File: src/rtl/fifo_uart_tx.sv
// fifo_uart_tx: drains a show-ahead byte FIFO onto an 8N1 serial line.
//
//  state   | meaning
//  --------+------------------------------------------------------------
//  S_IDLE  | line high; pops the head byte when tx_en and FIFO non-empty
//  S_START | start bit (tx=0) for CLKS_PER_BIT cycles
//  S_DATA  | eight data bits, LSB first, CLKS_PER_BIT cycles each
//  S_STOP  | stop bit (tx=1) for CLKS_PER_BIT cycles, then back to idle
module fifo_uart_tx #(
    parameter int CLKS_PER_BIT = 16
) (
    input  logic       clk,
    input  logic       rst_n,
    input  logic       tx_en,
    input  logic       fifo_empty,
    input  logic [7:0] fifo_rd_data,
    output logic       fifo_pop,
    output logic       tx,
    output logic       busy
);

    localparam int CNT_W = $clog2(CLKS_PER_BIT);
    localparam logic [CNT_W-1:0] CNT_LOAD = CNT_W'(CLKS_PER_BIT - 1);

    typedef enum logic [1:0] {
        S_IDLE,
        S_START,
        S_DATA,
        S_STOP
    } state_t;

    state_t           state, state_nxt;
    logic [CNT_W-1:0] cnt, cnt_nxt;
    logic [2:0]       idx, idx_nxt;
    logic [7:0]       shift, shift_nxt;
    logic             cnt_tc;

    // Bit timer is a down-counter; the last cycle of every bit is count zero.
    assign cnt_tc = (cnt == '0);

    // State, bit timer, bit index and shift register.
    always_ff @(posedge clk) begin
        if (!rst_n) begin
            state <= S_IDLE;
            cnt   <= '0;
            idx   <= '0;
            shift <= '0;
        end else begin
            state <= state_nxt;
            cnt   <= cnt_nxt;
            idx   <= idx_nxt;
            shift <= shift_nxt;
        end
    end

    // Next-state logic and outputs, all decoded from the current state.
    always_comb begin
        state_nxt = state;
        cnt_nxt   = cnt;
        idx_nxt   = idx;
        shift_nxt = shift;
        fifo_pop  = 1'b0;
        tx        = 1'b1;
        busy      = 1'b0;

        case (state)
            S_IDLE: begin
                // Gated with rst_n so no byte is consumed while held in reset.
                fifo_pop = rst_n & tx_en & ~fifo_empty;
                if (fifo_pop) begin
                    shift_nxt = fifo_rd_data;
                    cnt_nxt   = CNT_LOAD;
                    state_nxt = S_START;
                end
            end

            S_START: begin
                tx   = 1'b0;
                busy = 1'b1;
                if (cnt_tc) begin
                    cnt_nxt   = CNT_LOAD;
                    idx_nxt   = 3'd0;
                    state_nxt = S_DATA;
                end else begin
                    cnt_nxt = cnt - 1'b1;
                end
            end

            S_DATA: begin
                tx   = shift[0];
                busy = 1'b1;
                if (cnt_tc) begin
                    cnt_nxt = CNT_LOAD;
                    if (idx == 3'd7) begin
                        state_nxt = S_STOP;
                    end else begin
                        idx_nxt   = idx + 3'd1;
                        shift_nxt = shift >> 1;
                    end
                end else begin
                    cnt_nxt = cnt - 1'b1;
                end
            end

            S_STOP: begin
                busy = 1'b1;
                if (cnt_tc) begin
                    state_nxt = S_IDLE;
                end else begin
                    cnt_nxt = cnt - 1'b1;
                end
            end

            default: begin
                state_nxt = S_IDLE;
            end
        endcase
    end

endmodule

File: config.mk
export PLATFORM = sky130hd
export DESIGN_NAME = fifo_uart_tx
export DESIGN_NICKNAME = d
export VERILOG_FILES = /design/src/rtl/fifo_uart_tx.sv
export SDC_FILE = /design/constraint.sdc
export NUM_CORES = 1
export LEC_CHECK = 0
export ABC_AREA = 1
export BUFFER_PORTS_ARGS = -buffer_cell sky130_fd_sc_hd__buf_2
export CORE_MARGIN = 10
export CORE_UTILIZATION = 50
export DETAILED_ROUTE_END_ITERATION = 12
export HOLD_SLACK_MARGIN = 0.05
export PLACE_DENSITY = 0.86
export SETUP_SLACK_MARGIN = 0.05
export SYNTH_ARGS = -nofsm -noshare
export SYNTH_HDL_FRONTEND = slang
export SYNTH_SLANG_ARGS = --single-unit
export TNS_END_PERCENT = 1
File: constraint.sdc
create_clock -name clk -period 1.45 [get_ports clk]
set_input_delay 0.29 -clock clk [delete_from_list [all_inputs] [get_ports clk]]
set_output_delay 0.29 -clock clk [all_outputs]
set_load 0.01 [all_outputs]
# Word-level counts from Yosys, hierarchy flattened

Index checks and enable logic that the tools add are counted.

Eq/ne operators: 11
Reduce and logical (&&, ||, !) cells: 10
Multiplexer cells: 21
Bitwise gates (word level): 3
Shift operators: 0
Magnitude comparators: 0
Multiply operators: 0
Div/mod/pow operators: 0
$add $sub $neg: 2

Operators with widths:

| kind                                                                | number |
|---|---|
| 8-bit two-way mux                                                   | 3 |
| 8-bit one-hot mux with 2 select lines                               | 1 |
| 2-bit inequality test (second input constant)                       | 7 |
| 4-bit two-way mux                                                   | 3 |
| 4-bit one-hot mux with 3 select lines                               | 1 |
| 2-bit two-way mux                                                   | 5 |
| 3-bit two-way mux                                                   | 3 |
| 2-bit one-hot mux with 4 select lines                               | 1 |
| 4-bit AND reduction                                                 | 2 |
| 3-bit one-hot mux with 2 select lines                               | 1 |
| 5-bit AND reduction                                                 | 1 |
| 2-bit == test (second input constant)                               | 2 |
| 4-bit logical NOT                                                   | 1 |
| 2-bit nonzero test                                                  | 2 |
| 4-bit by 1-bit subtractor with 4-bit output (second input constant) | 1 |
| 3-bit by 1-bit adder with 3-bit output (second input constant)      | 1 |
| 3-bit == test (second input constant)                               | 1 |
| 3-bit OR reduction                                                  | 1 |
| 1-bit AND                                                           | 2 |
| 2-bit by 1-bit == test with 1-bit output (second input constant)    | 1 |
| 2-bit logical NOT                                                   | 1 |
| 1-bit two-way mux                                                   | 2 |
| 1-bit one-hot mux with 2 select lines                               | 1 |
| 2-bit AND reduction                                                 | 1 |
| 2 further kinds                                                     | 2 |

Memories: 0
Bits in read-only memories: 0
Output and inout port bits: 3
Latch bits: 0
Word-level logic and storage cells: 51
Memory bits (writable): 0
Register bits: 17

# Depth between registers and ports, before layout

Depth after elaboration: 4
Depth in mapped cells: 10

# Worst setup path before layout

OpenSTA, ideal clock, no wires.

Kind: register to output
Start point: register state[0]
End point: output tx
Arrival: 1.146 ns
Path buffers: 1
Stages on the path, launching flop included: 6
Setup slack: 0.014 ns
Cell sequence: dfxtp_1 -> inv_1 -> ha_1 -> inv_2 -> buf_2 -> o21a_1

Word-level cells in the longest chain between the ends: 2
Elaborated cells on any way between the ends: 3

RTL lines:

| element                                                                   | RTL line | source |
|---|---|---|
| start, declared                                                           | 32       | `state_t state, state_nxt;` |
| start signal, assigned                                                    | 49       | `state <= state_nxt;` |
| 2-bit == test or 2-bit by 1-bit == test with 1-bit output (tied branches) | 66       | `case (state)` |
| 1-bit one-hot mux with 2 select lines *                                   | 66       |  |
| end, declared                                                             | 18       | `output logic tx,` |

Every way passes the cells marked *; elsewhere a longest branch is shown, timed or not.

# Worst setup path after layout

Start point: register state[1]
End point: output fifo_pop

Word-level cells in the longest chain between the ends: 2

RTL lines:

| element           | RTL line | source |
|---|---|---|
| 2-bit logical NOT | 66       |  |
| 1-bit two-way mux | 66       |  |
| end, declared     | 17       | `output logic fifo_pop,` |

No other way between the ends.

==> summary.txt <==
Static Leak: 0.000672 uW
Tot GR Track Use: 11.8%
CTS buffer count: 3
Post-Synthesis Cells: 168
Final Hold Fails: 0
Area growth, synth to finish: 20.7%
RSZ-0062 raised after global routing: true
Worst-path maximum fanout: 4
Final WS setup: -112 ps
Later-pin clock latency in the skew report: 290 ps
Hold/Removal Path Class: in -> reg
Setup Skew: 3.96 ps
Least-Margin Pin Slew: 248 ps
Clock Tree Buf Depth: 2
Maximum number of pins on one net before global-route repair: 16
Max_cap viols: 0
Register area share after synthesis: 32.2%
Psw: 1450 uW
Slew Viols, Final: 0
CP Launch Point: state[1]
DR vias/cell: 4.88
H-tree Lvls: 1
WP data required: 1160 ps
Syn Area/Cell: 6.29 um2
# DRC: 0
Die X: 66.0 um
Fin nets: 209
Cell Area, Placed: 1150 um2
Worst-path clk slew: 100 ps
Drt pass-1 iters: 5
Die height: 66.0 um
Yosys reg bits: 17
Critical Path AT: 1270 ps
Fin util: 64.3%
Violated checks: setup timing
Fmax: 640 MHz
IO Pins: 15
Post-route design area: 1270 um2
HP Start: fifo_rd_data[5]
Post-Syn Area: 1060 um2
Wire per inst: 11.3 um
Drt total wl: 2430 um
Total number of vias: 1050
Status: finished, violations left
First-pass GRT wire length: 4220 um
Share of cells above drive strength 1: 24.5%
Yosys cell types: 18
Final ANT Viol Nets: 0
Crit start category: flop
Min cycle time layout: 1560 ps
PortBufs: 14
Synth Net Count: 188
YS warnings: 0
Period utilisation layout: 108%
Root buf cell: clkbuf_4
Initial Utilization: 53.3%
Std cell rows: 16
Switching part of the total power: 49.0%
Worst setup EP type: output port
# clock sinks: 17
Power density over cell area: 2330 nW/um2
GP Congestion: 0.793
Count of hold buffers inserted by post-cts repair: 0
Iter 0 DRT Violations: 61
Slew headroom: 83.3%
Antenna violations before repair: 0
Clock power frac: 8.8%
CTS tree: built
Pint: 1520 uW
Detailed-placement wirelength estimate: 1770 um
Sequential power share: 26.9%
Worst reg2reg startpoint: state[0]
CP Class: reg -> out
Comb pwr share: 64.4%
Core footprint: 1980 um2
N_diodes: 0
Final setup viols: 3
GR Overflow Total: 0
Number of global-route vias before repair: 1051
Maximum vdd drop: 0.00147 V
DIE AREA: 4350 um2
==> sequential cells by signal, indices dropped and copies added, names as in the netlist <==
register and cells:
cnt 4, idx 3, shift 8, state 2
==> path summary, 6_finish.rpt <==
kind	end	slack, ps	cells after the start
max	fifo_pop	-110	5
min	shift[5]	340	5
max reg2reg	shift[0]	10	10
min reg2reg	idx[0]	490	2
==> worst max-delay path, cell delays in order (launching register included) <==
cell and delay, ps:
dfxtp_4 370, inv_2 100, ha_2 220, inv_1 70, nor2_1 90, buf_2 130
==> synthesized netlist by cell type <==
| cell | number | share of area [%] |
|---|---|---|
| nand2_1 | 56 | 20 |
| nor2_1 | 27 | 9.6 |
| inv_1 | 24 | 8.5 |
| dfxtp_1 | 17 | 32 |
| o21ai_0 | 11 | 5.2 |
| ha_1 | 8 | 9.5 |
| nand3_1 | 7 | 3.3 |
| a21oi_1 | 6 | 2.8 |
| buf_4 | 2 | 1.4 |
| nand2_2 | 2 | 1.2 |
| buf_2 | 1 | 0.47 |
| buf_6 | 1 | 1.1 |
| inv_2 | 1 | 0.36 |
| nand3_4 | 1 | 1.7 |
| nand4_1 | 1 | 0.59 |
| nor2_2 | 1 | 0.59 |
| o21a_1 | 1 | 0.71 |
| xor2_1 | 1 | 0.83 |
==> layer usage <==
layer  up-vias  share of wire (%)  track usage, %
met4         0                2.2            7.59
li1        549                  -               -
met1       455                 42            12.4
met5         -                  0               0
met3         8                5.6            2.71
met2        38                 50            20.7
==> final cells by class <==
type	instances	area, um2
sequential	17	349
inverter	25	98.8
multi-input combinational	122	648
clock buffer	4	26.3
tap	27	33.8
timing repair buffer	20	119
fill	173	707
==> what timing repair did <==
item	CTS	global route
setup buffers	3	0
endpoints found under the setup margin	18	20
pin swaps	5	1
resized for setup	17	9
==> cells by family after synthesis <==
family                     after synthesis  synth area share (%)
AOI/OAI and AO/OA                       18                  8.77
adders and majority gates                8                  9.48
and+or+nand+nor                         95                  36.8
xor gates and xnor gates                 1                 0.830
DFF                                     17                  32.2
buffers and inverters                   29                  11.8
==> metrics by stage <==
| stage | setup TNS, ps | total power (uW) | setup slack, ps | hold WS (ps) | cells |
|---|---|---|---|---|---|
| after floorplan | 0 | 2100 | 72.5 | 460 | 168 |
| after global placement | 0 | 2340 | 80.4 | 474 | 208 |
| after detailed placement | 0 | 2440 | 2.10 | 487 | 208 |
| after CTS | -154 | 2860 | -84.5 | 335 | 215 |
| after global routing | -828 | 3310 | -149 | 383 | 215 |
| final | -236 | 2970 | -112 | 336 | 215 |
==> cells in the final DEF, fill, tap and decap left out, types with 2 or more instances in the layout <==
cell type / synthesis / layout
inv_1: 24 / 21
ha_2: 0 / 3
dfxtp_1: 17 / 14
buf_2: 1 / 14
nor2_1: 27 / 24
nand3_1: 7 / 6
clkbuf_4: 0 / 3
inv_2: 1 / 2
nand2_1: 56 / 53
a21oi_1: 6 / 6
dfxtp_4: 0 / 2
nand2_2: 2 / 4
ha_4: 0 / 2
inv_4: 0 / 2
buf_4: 2 / 5
nor2_2: 1 / 4
o21ai_0: 11 / 10
ha_1: 8 / 3
==> power groups by stage <==
stage | clock network (uW) | logic [uW] | registers (uW)
2_1_floorplan | 0 | 1360 | 746
3_3_place_gp | 0 | 1570 | 766
3_5_place_dp | 0 | 1670 | 770
4_1_cts | 265 | 1820 | 782
5_1_grt | 277 | 2210 | 823
6_report | 261 | 1910 | 798
Power figures use the tool's default switching activity.
